File: src/rtl/vga_pkg.sv
// Shared VGA timing constants, test-bar colours and counter-width helper.
package vga_pkg;

    typedef enum logic {StIdle, StRun} vga_state_e;

    // 800x600@60 (defaults)
    localparam int unsigned SVGA_H_DISPLAY = 800;
    localparam int unsigned SVGA_H_FP      = 40;
    localparam int unsigned SVGA_H_SYNC    = 128;
    localparam int unsigned SVGA_H_BP      = 88;
    localparam int unsigned SVGA_V_DISPLAY = 600;
    localparam int unsigned SVGA_V_FP      = 1;
    localparam int unsigned SVGA_V_SYNC    = 4;
    localparam int unsigned SVGA_V_BP      = 23;

    // 640x480@60
    localparam int unsigned VGA_H_DISPLAY = 640;
    localparam int unsigned VGA_H_FP      = 16;
    localparam int unsigned VGA_H_SYNC    = 96;
    localparam int unsigned VGA_H_BP      = 48;
    localparam int unsigned VGA_V_DISPLAY = 480;
    localparam int unsigned VGA_V_FP      = 10;
    localparam int unsigned VGA_V_SYNC    = 2;
    localparam int unsigned VGA_V_BP      = 33;

    // Bar colours as {r, g, b} on/off flags
    localparam logic [2:0] BAR_WHITE   = 3'b111;
    localparam logic [2:0] BAR_YELLOW  = 3'b110;
    localparam logic [2:0] BAR_CYAN    = 3'b011;
    localparam logic [2:0] BAR_GREEN   = 3'b010;
    localparam logic [2:0] BAR_MAGENTA = 3'b101;
    localparam logic [2:0] BAR_RED     = 3'b100;
    localparam logic [2:0] BAR_BLUE    = 3'b001;
    localparam logic [2:0] BAR_BLACK   = 3'b000;

    function automatic int unsigned vga_cnt_width(input int unsigned total);
        return (total <= 2) ? 1 : $clog2(total);
    endfunction

    function automatic logic [2:0] vga_bar_rgb(input int unsigned idx);
        case (idx)
            0:       return BAR_WHITE;
            1:       return BAR_YELLOW;
            2:       return BAR_CYAN;
            3:       return BAR_GREEN;
            4:       return BAR_MAGENTA;
            5:       return BAR_RED;
            6:       return BAR_BLUE;
            default: return BAR_BLACK;
        endcase
    endfunction

endpackage

File: src/rtl/vga_delay_line.sv
// WIDTH x DEPTH shift register with asynchronous clear; DEPTH = 0 is a plain wire.
module vga_delay_line #(
    parameter int unsigned WIDTH = 1,
    parameter int unsigned DEPTH = 1
) (
    input  logic             clk,
    input  logic             reset_n,
    input  logic [WIDTH-1:0] d_i,
    output logic [WIDTH-1:0] q_o
);

    if (DEPTH == 0) begin : g_wire
        assign q_o = d_i;
    end else begin : g_shift
        logic [WIDTH-1:0] stage_q [DEPTH];

        always_ff @(posedge clk or negedge reset_n) begin
            if (!reset_n) begin
                for (int unsigned i = 0; i < DEPTH; i++) begin
                    stage_q[i] <= '0;
                end
            end else begin
                stage_q[0] <= d_i;
                for (int unsigned i = 1; i < DEPTH; i++) begin
                    stage_q[i] <= stage_q[i-1];
                end
            end
        end

        assign q_o = stage_q[DEPTH-1];
    end

endmodule

File: src/rtl/vga_timing_core.sv
// Parametrised VGA timing generator with run/idle control and pipelined pixel output stage.
// Build macro VGA_TEST_PATTERN_EN adds test_mode_i and an internal 8-bar colour generator.
module vga_timing_core
    import vga_pkg::*;
#(
    parameter int unsigned H_DISPLAY = SVGA_H_DISPLAY,
    parameter int unsigned H_FP      = SVGA_H_FP,
    parameter int unsigned H_SYNC    = SVGA_H_SYNC,
    parameter int unsigned H_BP      = SVGA_H_BP,
    parameter int unsigned V_DISPLAY = SVGA_V_DISPLAY,
    parameter int unsigned V_FP      = SVGA_V_FP,
    parameter int unsigned V_SYNC    = SVGA_V_SYNC,
    parameter int unsigned V_BP      = SVGA_V_BP,
    parameter bit          HSYNC_POL = 1'b1,
    parameter bit          VSYNC_POL = 1'b1,
    parameter int unsigned COLOR_W   = 4,
    parameter int unsigned PIPE_LAT  = 0,
    localparam int unsigned H_TOTAL  = H_DISPLAY + H_FP + H_SYNC + H_BP,
    localparam int unsigned V_TOTAL  = V_DISPLAY + V_FP + V_SYNC + V_BP,
    localparam int unsigned X_W      = vga_cnt_width(H_TOTAL),
    localparam int unsigned Y_W      = vga_cnt_width(V_TOTAL)
) (
    input  logic               clk,
    input  logic               reset_n,
    input  logic               en_i,
`ifdef VGA_TEST_PATTERN_EN
    input  logic               test_mode_i,
`endif
    input  logic [COLOR_W-1:0] in_r_i,
    input  logic [COLOR_W-1:0] in_g_i,
    input  logic [COLOR_W-1:0] in_b_i,
    output logic [X_W-1:0]     pixel_x_o,
    output logic [Y_W-1:0]     pixel_y_o,
    output logic               pixel_valid_o,
    output logic               frame_start_o,
    output logic               line_start_o,
    output logic               hsync_o,
    output logic               vsync_o,
    output logic [COLOR_W-1:0] red_o,
    output logic [COLOR_W-1:0] green_o,
    output logic [COLOR_W-1:0] blue_o,
    output logic               video_on_o,
    output logic [15:0]        frame_count_o
);

    // One extra bit so the sync end bound never aliases to 0 when H_BP or V_BP is 0.
    localparam logic [X_W:0] H_LAST = (X_W+1)'(H_TOTAL - 1);
    localparam logic [X_W:0] H_DISP = (X_W+1)'(H_DISPLAY);
    localparam logic [X_W:0] HS_BEG = (X_W+1)'(H_DISPLAY + H_FP);
    localparam logic [X_W:0] HS_END = (X_W+1)'(H_DISPLAY + H_FP + H_SYNC);
    localparam logic [Y_W:0] V_LAST = (Y_W+1)'(V_TOTAL - 1);
    localparam logic [Y_W:0] V_DISP = (Y_W+1)'(V_DISPLAY);
    localparam logic [Y_W:0] VS_BEG = (Y_W+1)'(V_DISPLAY + V_FP);
    localparam logic [Y_W:0] VS_END = (Y_W+1)'(V_DISPLAY + V_FP + V_SYNC);

    vga_state_e     state_q, state_d;
    logic [X_W-1:0] h_q, h_d;
    logic [Y_W-1:0] v_q, v_d;
    logic [15:0]    fc_q, fc_d;

    logic [X_W:0] h_ext;
    logic [Y_W:0] v_ext;
    logic         run, h_last, v_last;
    logic         valid0, hs0, vs0;

    assign h_ext  = {1'b0, h_q};
    assign v_ext  = {1'b0, v_q};
    assign run    = (state_q == StRun);
    assign h_last = (h_ext == H_LAST);
    assign v_last = (v_ext == V_LAST);

    always_comb begin
        state_d = state_q;
        h_d     = h_q;
        v_d     = v_q;
        fc_d    = fc_q;
        case (state_q)
            StIdle: begin
                if (en_i) state_d = StRun;
            end
            StRun: begin
                if (h_last) begin
                    h_d = '0;
                    if (v_last) begin
                        v_d  = '0;
                        fc_d = fc_q + 16'd1;
                        // Stop is only honoured here, so a frame is never cut short.
                        if (!en_i) state_d = StIdle;
                    end else begin
                        v_d = v_q + Y_W'(1);
                    end
                end else begin
                    h_d = h_q + X_W'(1);
                end
            end
            default: state_d = StIdle;
        endcase
    end

    always_ff @(posedge clk or negedge reset_n) begin
        if (!reset_n) begin
            state_q <= StIdle;
            h_q     <= '0;
            v_q     <= '0;
            fc_q    <= '0;
        end else begin
            state_q <= state_d;
            h_q     <= h_d;
            v_q     <= v_d;
            fc_q    <= fc_d;
        end
    end

    assign valid0 = run && (h_ext < H_DISP) && (v_ext < V_DISP);
    assign hs0    = run && (h_ext >= HS_BEG) && (h_ext < HS_END);
    assign vs0    = run && (v_ext >= VS_BEG) && (v_ext < VS_END);

    assign pixel_x_o     = valid0 ? h_q : '1;
    assign pixel_y_o     = valid0 ? v_q : '1;
    assign pixel_valid_o = valid0;
    assign frame_start_o = run && (h_q == '0) && (v_q == '0);
    assign line_start_o  = run && (h_q == '0) && (v_ext < V_DISP);
    assign frame_count_o = fc_q;

    logic hs_dl, vs_dl, valid_dl;

`ifdef VGA_TEST_PATTERN_EN
    localparam int unsigned DL_W  = X_W + 3;
    localparam int unsigned BAR_W = (H_DISPLAY >= 8) ? (H_DISPLAY / 8) : 1;
    logic [X_W-1:0] x_dl;
    logic [X_W-1:0] bar_idx;
    logic [2:0]     bar_rgb;
`else
    localparam int unsigned DL_W = 3;
`endif

    logic [DL_W-1:0] dl_in, dl_out;

`ifdef VGA_TEST_PATTERN_EN
    assign dl_in = {pixel_x_o, hs0, vs0, valid0};
    assign {x_dl, hs_dl, vs_dl, valid_dl} = dl_out;
    assign bar_idx = x_dl / X_W'(BAR_W);
    assign bar_rgb = vga_bar_rgb(32'(bar_idx));
`else
    assign dl_in = {hs0, vs0, valid0};
    assign {hs_dl, vs_dl, valid_dl} = dl_out;
`endif

    vga_delay_line #(
        .WIDTH (DL_W),
        .DEPTH (PIPE_LAT)
    ) u_delay_line (
        .clk     (clk),
        .reset_n (reset_n),
        .d_i     (dl_in),
        .q_o     (dl_out)
    );

    logic               hsync_q, hsync_d, vsync_q, vsync_d, von_q, von_d;
    logic [COLOR_W-1:0] red_q, red_d, green_q, green_d, blue_q, blue_d;
    logic [COLOR_W-1:0] src_r, src_g, src_b;

    always_comb begin
        src_r = in_r_i;
        src_g = in_g_i;
        src_b = in_b_i;
`ifdef VGA_TEST_PATTERN_EN
        if (test_mode_i) begin
            src_r = {COLOR_W{bar_rgb[2]}};
            src_g = {COLOR_W{bar_rgb[1]}};
            src_b = {COLOR_W{bar_rgb[0]}};
        end
`endif
        hsync_d = hs_dl ? HSYNC_POL : ~HSYNC_POL;
        vsync_d = vs_dl ? VSYNC_POL : ~VSYNC_POL;
        von_d   = valid_dl;
        red_d   = valid_dl ? src_r : '0;
        green_d = valid_dl ? src_g : '0;
        blue_d  = valid_dl ? src_b : '0;
    end

    always_ff @(posedge clk or negedge reset_n) begin
        if (!reset_n) begin
            hsync_q <= ~HSYNC_POL;
            vsync_q <= ~VSYNC_POL;
            von_q   <= 1'b0;
            red_q   <= '0;
            green_q <= '0;
            blue_q  <= '0;
        end else begin
            hsync_q <= hsync_d;
            vsync_q <= vsync_d;
            von_q   <= von_d;
            red_q   <= red_d;
            green_q <= green_d;
            blue_q  <= blue_d;
        end
    end

    assign hsync_o    = hsync_q;
    assign vsync_o    = vsync_q;
    assign video_on_o = von_q;
    assign red_o      = red_q;
    assign green_o    = green_q;
    assign blue_o     = blue_q;

endmodule

File: config.mk
export PLATFORM = sky130hd
export DESIGN_NAME = vga_timing_core
export DESIGN_NICKNAME = d
export VERILOG_FILES = /design/src/rtl/vga_pkg.sv /design/src/rtl/vga_delay_line.sv /design/src/rtl/vga_timing_core.sv
export SDC_FILE = /design/constraint.sdc
export NUM_CORES = 1
export LEC_CHECK = 0
export CAP_MARGIN = 25
export CORE_ASPECT_RATIO = 0.6
export CORE_MARGIN = 2
export CORE_UTILIZATION = 27
export CTS_CLUSTER_SIZE = 8
export DETAILED_ROUTE_END_ITERATION = 6
export GPL_TIMING_DRIVEN = 0
export PLACE_DENSITY = 0.51
export SLEW_MARGIN = 20
export SYNTH_ARGS = -nofsm -noshare
export SYNTH_HDL_FRONTEND = slang
export SYNTH_HIERARCHICAL = 1
export SYNTH_SLANG_ARGS = --single-unit
File: constraint.sdc
create_clock -name clk -period 2.6 [get_ports clk]
set_input_delay 0.78 -clock clk [delete_from_list [all_inputs] [get_ports clk]]
set_output_delay 0.78 -clock clk [all_outputs]
set_load 0.02 [all_outputs]
# Word level (Yosys, flattened, before mapping)
# Cells that the tools add are included.
# W data, S select, Z words.
# word_totals
inputBits,15
regBits,53
elab_cells,48
# classes
add_sub_neg,3
bitwise,1
magnitude_cmp,6
n_reduce_logical,13
n_mux,13
n_eq_ne,2
# op_table
cell,n
$lt A11 B10 Y1 const B,2
$mux W11,2
$lt A10 B10 Y1 const B,2
$mux W10,2
$add A16 B1 Y16 const B,1
$mux W4,3
$add A11 B1 Y11 const B,1
$eq A11 B11 Y1 const B,1
$ge A11 B10 Y1 const B,1
$logic_not A11 Y1,1
$add A10 B1 Y10 const B,1
$eq A10 B10 Y1 const B,1
$ge A10 B10 Y1 const B,1
$logic_not A10 Y1,1
$logic_and A1 B1 Y1,9
$mux W1,5
$reduce_and A3 Y1,1
$pmux W1 S2,1
$reduce_and A2 Y1,1
$not A1 Y1,1

# Longest topological paths before layout
# Gate-level depths: netlist of run 1.
# logic_depth
ltp_word,4
depth_mapped,8
depth_no_buf,5

# Hierarchy
# Netlist of run 1, hierarchy kept.
# modules_own_cells
module,n_inst,area_each_um2,seq_area_each_um2,cells_per_inst
vga_timing_core,1,2682.6,1326.3,266
vga_delay_line,1,22.5,0.0,3

# Worst setup path after synthesis of run 1
# No wires, ideal clock.
# synth_timing
path_kind,reg2out
startpoint,register h_q[7]
endpoint,output port frame_start_o
slack_ns,-0.786
path_buffers,1
t_arrival_ns,2.606
path_stages_with_launch,6
cell_sequence,dfrtp_1 -> buf_2 -> or4_4 -> or4_1 -> or4b_1 -> nor4_1
# synth_via
elab_chain_cells,3
# synth_lines
item,line_no,text
start: declaration,vga_timing_core.sv:57,"logic [X_W-1:0] h_q, h_d;"
start signal: assignment,vga_timing_core.sv:103,h_q <= '0;
start signal: assignment,vga_timing_core.sv:108,h_q <= h_d;
$logic_not A11 Y1,vga_timing_core.sv:121,assign frame_start_o = run && (h_q == '0) && (v_q == '0);
$logic_and A1 B1 Y1 (2 in a row),vga_timing_core.sv:121,
end: declaration,vga_timing_core.sv:35,"output logic frame_start_o,"
# No other way between the ends.

# Final worst setup path of run 1
# Ends and elaborated chain as after synthesis.

==> results of run 1 <==
cells in the mapped netlist, types with 3 or more instances:
cell type	number
dfrtp_1	53
nand2_1	23
xor2_1	17
nand3_1	16
nand2b_1	15
and2_1	14
clkbuf_1	14
nor3_1	12
xnor2_1	10
nor2_1	9
inv_1	8
nand4_1	8
ha_1	7
a21oi_1	5
nor4_2	5
a31oi_1	4
nor4_1	4
o21ai_0	4
o21ai_1	4
and3_1	3
and4_1	3
buf_4	3
per-layer routing:
metal,vias up,GRT usage [%],routed length [microns]
met3,4,5.00,501
met2,63,18.3,2780
met4,0,3.51,43
met5,-,0,0
li1,1102,-,-
met1,1083,21.1,3930
timing repair:
item                       in CTS  in global routing
setup endpoints to repair      29                 35
buffers inserted               13                  1
hold endpoints to repair        0                  0
gates cloned                    1                  1
pin swaps                       6                  5
resized for setup              31                 23
logic make-up (layout without fill, tap and decap cells):
family	after synthesis	after routing	share of synthesized area (%)
simple gates	126	126	27.4
flops	53	53	49.0
compound gates	27	27	6.29
xor+xnor	27	27	8.74
buf+inv	27	115	4.49
fa+ha+maj	7	7	3.24
mux	2	2	0.833
state kept, by name (all words and copies together), names as in the netlist, 4 cells and up:
register,count
v_q,10
frame_count_o,16
blue_o,4
green_o,4
h_q,11
red_o,4
metrics by stage:
stage | setup WS [ns] | TNS, ns
final | -0.817 | -8.74
after global routing | -0.855 | -10.76
after CTS | -0.882 | -10.59
after detailed placement | -1.05 | -13.43
after global placement | -1.04 | -68.49
after floorplan | -0.391 | -0.743
final cells by class:
| cell class | count | area (sq um) | area share, % |
|---|---|---|---|
| buffer | 14 | 92.6 | 2.35 |
| clock buffer | 6 | 129 | 3.26 |
| clock inverter | 2 | 15.0 | 0.380 |
| inverter | 8 | 30.0 | 0.761 |
| multi-input combinational | 189 | 1350 | 34.2 |
| sequential | 53 | 1330 | 33.8 |
| tap | 135 | 169 | 4.28 |
| timing repair buffer | 85 | 831 | 21.0 |
power by group:
part           internal [mW]  switching [mW]  total, mW  leakage, nW
registers              0.883          0.0497      0.932        0.681
logic                  0.257           0.302      0.560         1.04
clock network          0.358           0.322      0.680       0.0631
total                   1.50           0.674       2.17         1.79
worst paths after layout:
path | startpoint | endpoint
min in group asynchronous | reset_n | h_q[7]
worst max-delay path | h_q[7] | frame_start_o
worst max register to register | h_q[7] | frame_count_o[9]
worst min register to register | frame_count_o[15] | frame_count_o[15]
max in group asynchronous | reset_n | v_q[5]
worst min-delay path | frame_count_o[15] | frame_count_o[15]
==> metrics.txt, run 1 <==
Rel. slew slack 53.6%; GRT overflow 0; most frequent cells in the layout 61 x clkdlybuf4s50_1, 48 x dfrtp_1, 22 x nand2_1; Mapped Nets 291; die height 81.5 microns; crit path kind reg2out; Slew @ Worst Pin 0.696 ns; Critical Path AT 2.64 ns; CORE AREA 9810 sq um; element type at the critical path end primary output; vias per cell 4.58; fin cells 492; Power, Total 2.17 mW; placed instance count 473; fillcell total 993; largest cells by area after synthesis dfrtp_1 49%, xor2_1 5.5%, nand2b_1 3.5%, and2_1 3.2%, ha_1 3.2%; post-synth top area cell dfrtp_1; failing checks setup timing; PwrDens 550 nW/um^2; Fmax 0.293 GHz; full die area 10,900 sq um; hold_ws 0.477 ns; die span in x 133 microns; Cell variety after synth 44; Post-synth EDFFs 0; # clock sinks 53; RSZ-0062 raised after global routing yes; cells after synthesis 269; Critical Path Source Type flip-flop; critical path buffer and inverter count 1; TritonCTS Buffers 5; dpl hpwl 4.98 mm; Pleak 1.79 nW; Layout Nets 378; max incr delay on CP 0.55 ns; DRT Wirelength 7.26 mm; vias in the first global route 2,178; area share of the largest cell type after synthesis 49.0%; post-route cell area 3950 sq um; Final Util 40.2%; hold-fix buffer count after cts 0; Port Buffer Count 69; status complete, but fails checks; I/O pin count 70; Initial DRT Pass Iterations 4; register bit count reported by yosys 53; worst setup margin -0.817 ns; Seq/Total Area, Yosys 49.0%; syn_area_per_cell 10.1 sq um; FF-to-FF setup slack 0.20 ns; Reg2Reg Depth 6; min Tclk post-route 3.42 ns; HP Class reg2reg; Worst EP required 1.82 ns; vias 2,252; period utilisation layout 131%; Max Cap Viol 0; slowest CP cell or4_4; Setup Viol. Count Final 22; Clock Skews 0.00707 ns; first-pass GRT wire length 11.6 mm; CTS Buffer Depth 2; num rows 28; largest net degree at the start of global routing 54; post-DR wirelength/cell 14.8 microns; Initial Util 27.6%; initial antenna violation count 0; asr flop ratio synth 100%; DRC viols 0; Final Max Tran Viols 0; number of antenna diodes 0; crit path cell chain or4_4 -> or4_4 -> or4b_4 -> nor4_4 -> buf_4; CP most frequent cell or4_4; final hold violation count 0; number of cells on the critical path 5; hold path cells 1; GRT Util Overall 13.9%; yosys synthesis warning count 6; GPL Wtd Cong 0.826; TritonCTS clock tree done; Clock Latency Late Sink 0.30 ns; # H-tree levels 2; crit-path max FO 2; remaining antenna violation count after routing 0; Peak supply drop 0.233 mV; CTS root buf clkbuf_16; clock slew at reported path FFs 0.07 ns; most common cell after layout, fill and taps aside clkdlybuf4s50_1; share of layout cells above drive strength 1 17.4%; CP top delay family simple AND/OR/NAND/NOR gates; initial drt markers 143; cell area after synthesis 2710 sq um; Layout area overhead 45.9%; placed inst area 3590 sq um; Primary FF master, synth dfrtp_1
No activity file was read; power rests on OpenSTA's default activity.
==> inputs of run 2 (changes only) <==
--- a/config.mk
+++ b/config.mk
@@ -9,7 +9,7 @@
 export CORE_ASPECT_RATIO = 0.6
 export CORE_MARGIN = 2
 export CORE_UTILIZATION = 27
-export CTS_CLUSTER_SIZE = 8
+export CTS_CLUSTER_SIZE = 14
 export DETAILED_ROUTE_END_ITERATION = 6
 export GPL_TIMING_DRIVEN = 0
 export PLACE_DENSITY = 0.51
==> results of run 2 <==
Final layout, timing and power as in run 1 (identical DEF).
==> inputs of run 3 (changes only) <==
--- a/config.mk
+++ b/config.mk
@@ -16,5 +16,4 @@
 export SLEW_MARGIN = 20
 export SYNTH_ARGS = -nofsm -noshare
 export SYNTH_HDL_FRONTEND = slang
-export SYNTH_HIERARCHICAL = 1
 export SYNTH_SLANG_ARGS = --single-unit
==> run 3 against run 2 <==
The run still ends with setup timing left. Final area increased by 0.44%. Power grew 8.1%. Synthesized cell count fell by 1.9%. First-iteration DRC count decreased by 20%. Critical path type unchanged. Critical endpoint unchanged. Highest routed layer unchanged.
==> metrics.txt, run 3 <==
Reg power frac 39.0% (-3.9 points); Seq/Total Area, Yosys 49.4% (+0.37 points); fin cells 487 (-1.0%); top post-synthesis cells by count 53 x dfrtp_1, 21 x nand2_1, 19 x nand3_1; initial drt markers 115 (-20%); Worst EP required 1.82 ns (about the same); asr flop ratio synth 100% (unchanged); most common cell after layout, fill and taps aside dfrtp_1; Internal Pwr Total 1.64 mW (+9.4%); hold_ws 0.481 ns (+0.00390 ns); DRC viols 0 (unchanged); CTS Buffer Depth 2 (unchanged); I/O pin count 70 (unchanged); cell area after synthesis 2690 sq um (-0.74%); worst slack at placement -0.999 ns (+0.0482 ns); element type at the critical path end primary output; die height 81.2 microns (-0.36%); full die area 10,800 sq um (-0.71%); Slew @ Worst Pin 0.703 ns (+0.00696 ns); syn_area_per_cell 10.2 sq um (+1.1%); yosys synthesis warning count 0 (-6); dpl hpwl 4.92 mm (-1.1%); Layout Nets 374 (-1.1%); Port Buffer Count 69 (unchanged); number of antenna diodes 0 (unchanged); PwrDens 592 nW/um^2 (+7.6%); FF-to-FF setup slack 0.43 ns (+0.23 ns); vias per cell 4.65 (+1.6%); RSZ-0062 raised after global routing yes; cells after synthesis 264 (-1.9%); largest net degree at the start of global routing 54 (unchanged); min Tclk post-route 2.78 ns (-0.637 ns); # clock sinks 53 (unchanged); max incr delay on CP 0.57 ns (+0.02 ns); area share of the largest cell type after synthesis 49.4% (+0.37 points); Clock Latency Late Sink 0.29 ns (about the same); status complete, but fails checks; DRT Wirelength 7.02 mm (-3.3%); crit-path max FO 3 (+1); reported net switching power 708 uW (+5.2%); Critical Path End frame_start_o; slowest CP cell or4_4; vias in the first global route 2,069 (-5.0%); Logic pwr share 29.1% (+3.3 points); Setup Viol. Count Final 2 (-91%); GRT overflow 0 (unchanged); post-DR wirelength/cell 14.4 microns (-2.3%); first-pass GRT wire length 11.0 mm (-5.3%); most frequent cells in the layout 47 x dfrtp_1, 44 x clkdlybuf4s50_1, 19 x buf_6, 19 x nand3_1, 18 x xnor2_1; final hold violation count 0 (unchanged); # H-tree levels 2 (unchanged); power share of the clock group 31.9% (+0.6 points); switching share of power 30.2% (-0.84 points); placed instance count 468 (-1.1%); Pleak 1.82 nW (+1.9%); number of flip-flops in the largest register 16 (unchanged); HP Class reg2reg; register bit count reported by yosys 53 (unchanged); remaining antenna violation count after routing 0 (unchanged); GRT Util Overall 13.2% (-0.76 points); Mapped Nets 286 (-1.7%); largest cells by area after synthesis dfrtp_1 49%, xnor2_1 5.9%, nand3_1 3.5%, ha_1 3.3%, nand2b_1 3.3%; clock slew at reported path FFs 0.07 ns (about the same); num rows 28 (unchanged); TritonCTS clock tree done; Fmax 0.360 GHz (+23%); Critical Path Source Type flip-flop; Layout area overhead 47.7%; CP top delay family simple AND/OR/NAND/NOR gates; Critical Path AT 2.00 ns (-0.64 ns); die span in x 133 microns (-0.36%); fillcell total 961 (-3.2%); crit path cell chain or4_4 -> nor4b_4 -> nand2_2 -> nor4_4 -> buf_4; Rel. slew slack 53.1% (-0.46 points); crit path kind reg2out; period utilisation layout 107% (-24 points); Final Max Tran Viols 0 (unchanged); vias 2,265 (+0.58%); GPL Wtd Cong 0.853 (+3.2%); Reg2Reg Depth 6 (unchanged); failing checks setup timing; Initial DRT Pass Iterations 4 (unchanged); Max Cap Viol 0 (unchanged); most frequent cell after synthesis dfrtp_1; RR Startpoint h_q[6]; setup TNS -0.323 ns (+8.41 ns); share of layout cells above drive strength 1 23.9% (+6.5 points); Clock Skews 0.00746 ns (+0.000386 ns); Peak supply drop 0.360 mV (+54%); CORE AREA 9770 sq um (-0.36%); terminus of the critical flop-to-flop path frame_count_o[1]; Crit. Startpoint h_q[6]; initial antenna violation count 0 (unchanged); CTS root buf clkbuf_16; critical path buffer and inverter count 1 (unchanged); Initial Util 27.5% (-0.11 points); Cell variety after synth 39 (-11%); number of cells on the critical path 5 (unchanged); post-synth top area cell dfrtp_1; TritonCTS Buffers 5 (unchanged); Primary FF master, synth dfrtp_1; Post-synth EDFFs 0 (unchanged); worst setup margin -0.180 ns (+0.637 ns)
==> run 3: changes by cell type after synthesis, sizes merged, moves of 3 or more <==
| cell | previous run | this run |
|---|---|---|
| xor2 | 17 | 8 |
| xnor2 | 10 | 18 |
| clkbuf | 14 | 8 |
| and3 | 3 | 8 |
| nand4 | 8 | 13 |
| nor4 | 9 | 5 |
| buf | 5 | 8 |
| inv | 8 | 11 |
| nand3 | 16 | 19 |
==> run 3: layout make-up <==
| class | instances | area, sq um | area share (%) |
|---|---|---|---|
| buffer | 13 | 106 | 2.68 |
| timing repair buffer | 84 | 815 | 20.5 |
| clock inverter | 2 | 35.0 | 0.884 |
| tap | 135 | 169 | 4.26 |
| clock buffer | 5 | 125 | 3.16 |
| multi-input combinational | 184 | 1340 | 33.8 |
| sequential | 53 | 1330 | 33.6 |
| inverter | 11 | 41.3 | 1.04 |
==> run 3: how the worst min path moves through the flow <==
stage,from,to,cells after the start
after floorplan,reset_n,blue_o[0],0
after global placement,frame_count_o[15],frame_count_o[15],1
after detailed placement,frame_count_o[15],frame_count_o[15],1
after CTS,frame_count_o[15],frame_count_o[15],1
after global routing,frame_count_o[15],frame_count_o[15],1
final,frame_count_o[15],frame_count_o[15],1
==> run 3: repair_timing <==
item                                    4_1_cts  5_1_grt
pin swaps                                     4        1
resized for setup                            98       63
endpoints found under the setup margin       24       23
hold buffers                                  0        0
cloned                                        0        1
setup buffers                                11        3
==> run 3: logic make-up (layout without fill, tap and decap cells) <==
logic type	after synthesis	after routing	share of synthesized area, %
fa+ha+maj	7	7	3.26
simple gates	127	127	27.5
xor+xnor	26	26	8.48
flops	53	53	49.4
mux	3	3	1.16
buf+inv	27	115	5.31
compound gates	21	21	4.85
==> run 3: power by group through the flow <==
stage          clock, mW  combinational, mW  sequential (mW)
2_1_floorplan          0              0.384            0.934
3_3_place_gp           0              0.626            0.924
3_5_place_dp           0              0.629            0.925
4_1_cts            0.773              0.636            0.919
5_1_grt            0.805              0.734            0.922
6_report           0.748              0.683            0.917
==> run 3: stage by stage <==
stage	total power, mW	utilization (%)	cell area (sq um)
6_report	2.35	40.6	3970
5_1_grt	2.46	40.6	3970
4_1_cts	2.33	38.9	3800
3_5_place_dp	1.55	36.4	3560
3_3_place_gp	1.55	36.4	3560
2_1_floorplan	1.32	-	2700
==> run 3: layer usage <==
layer  vias up  routed length (microns)  GRT usage [%]  share of wire (%)
met4         0                       55           3.33               0.78
met2        65                     2900           18.7                 41
met5         -                        0              0                  0
met3         7                      298           3.31                4.2
li1       1088                        -              -                  -
met1      1105                     3770           19.7                 54
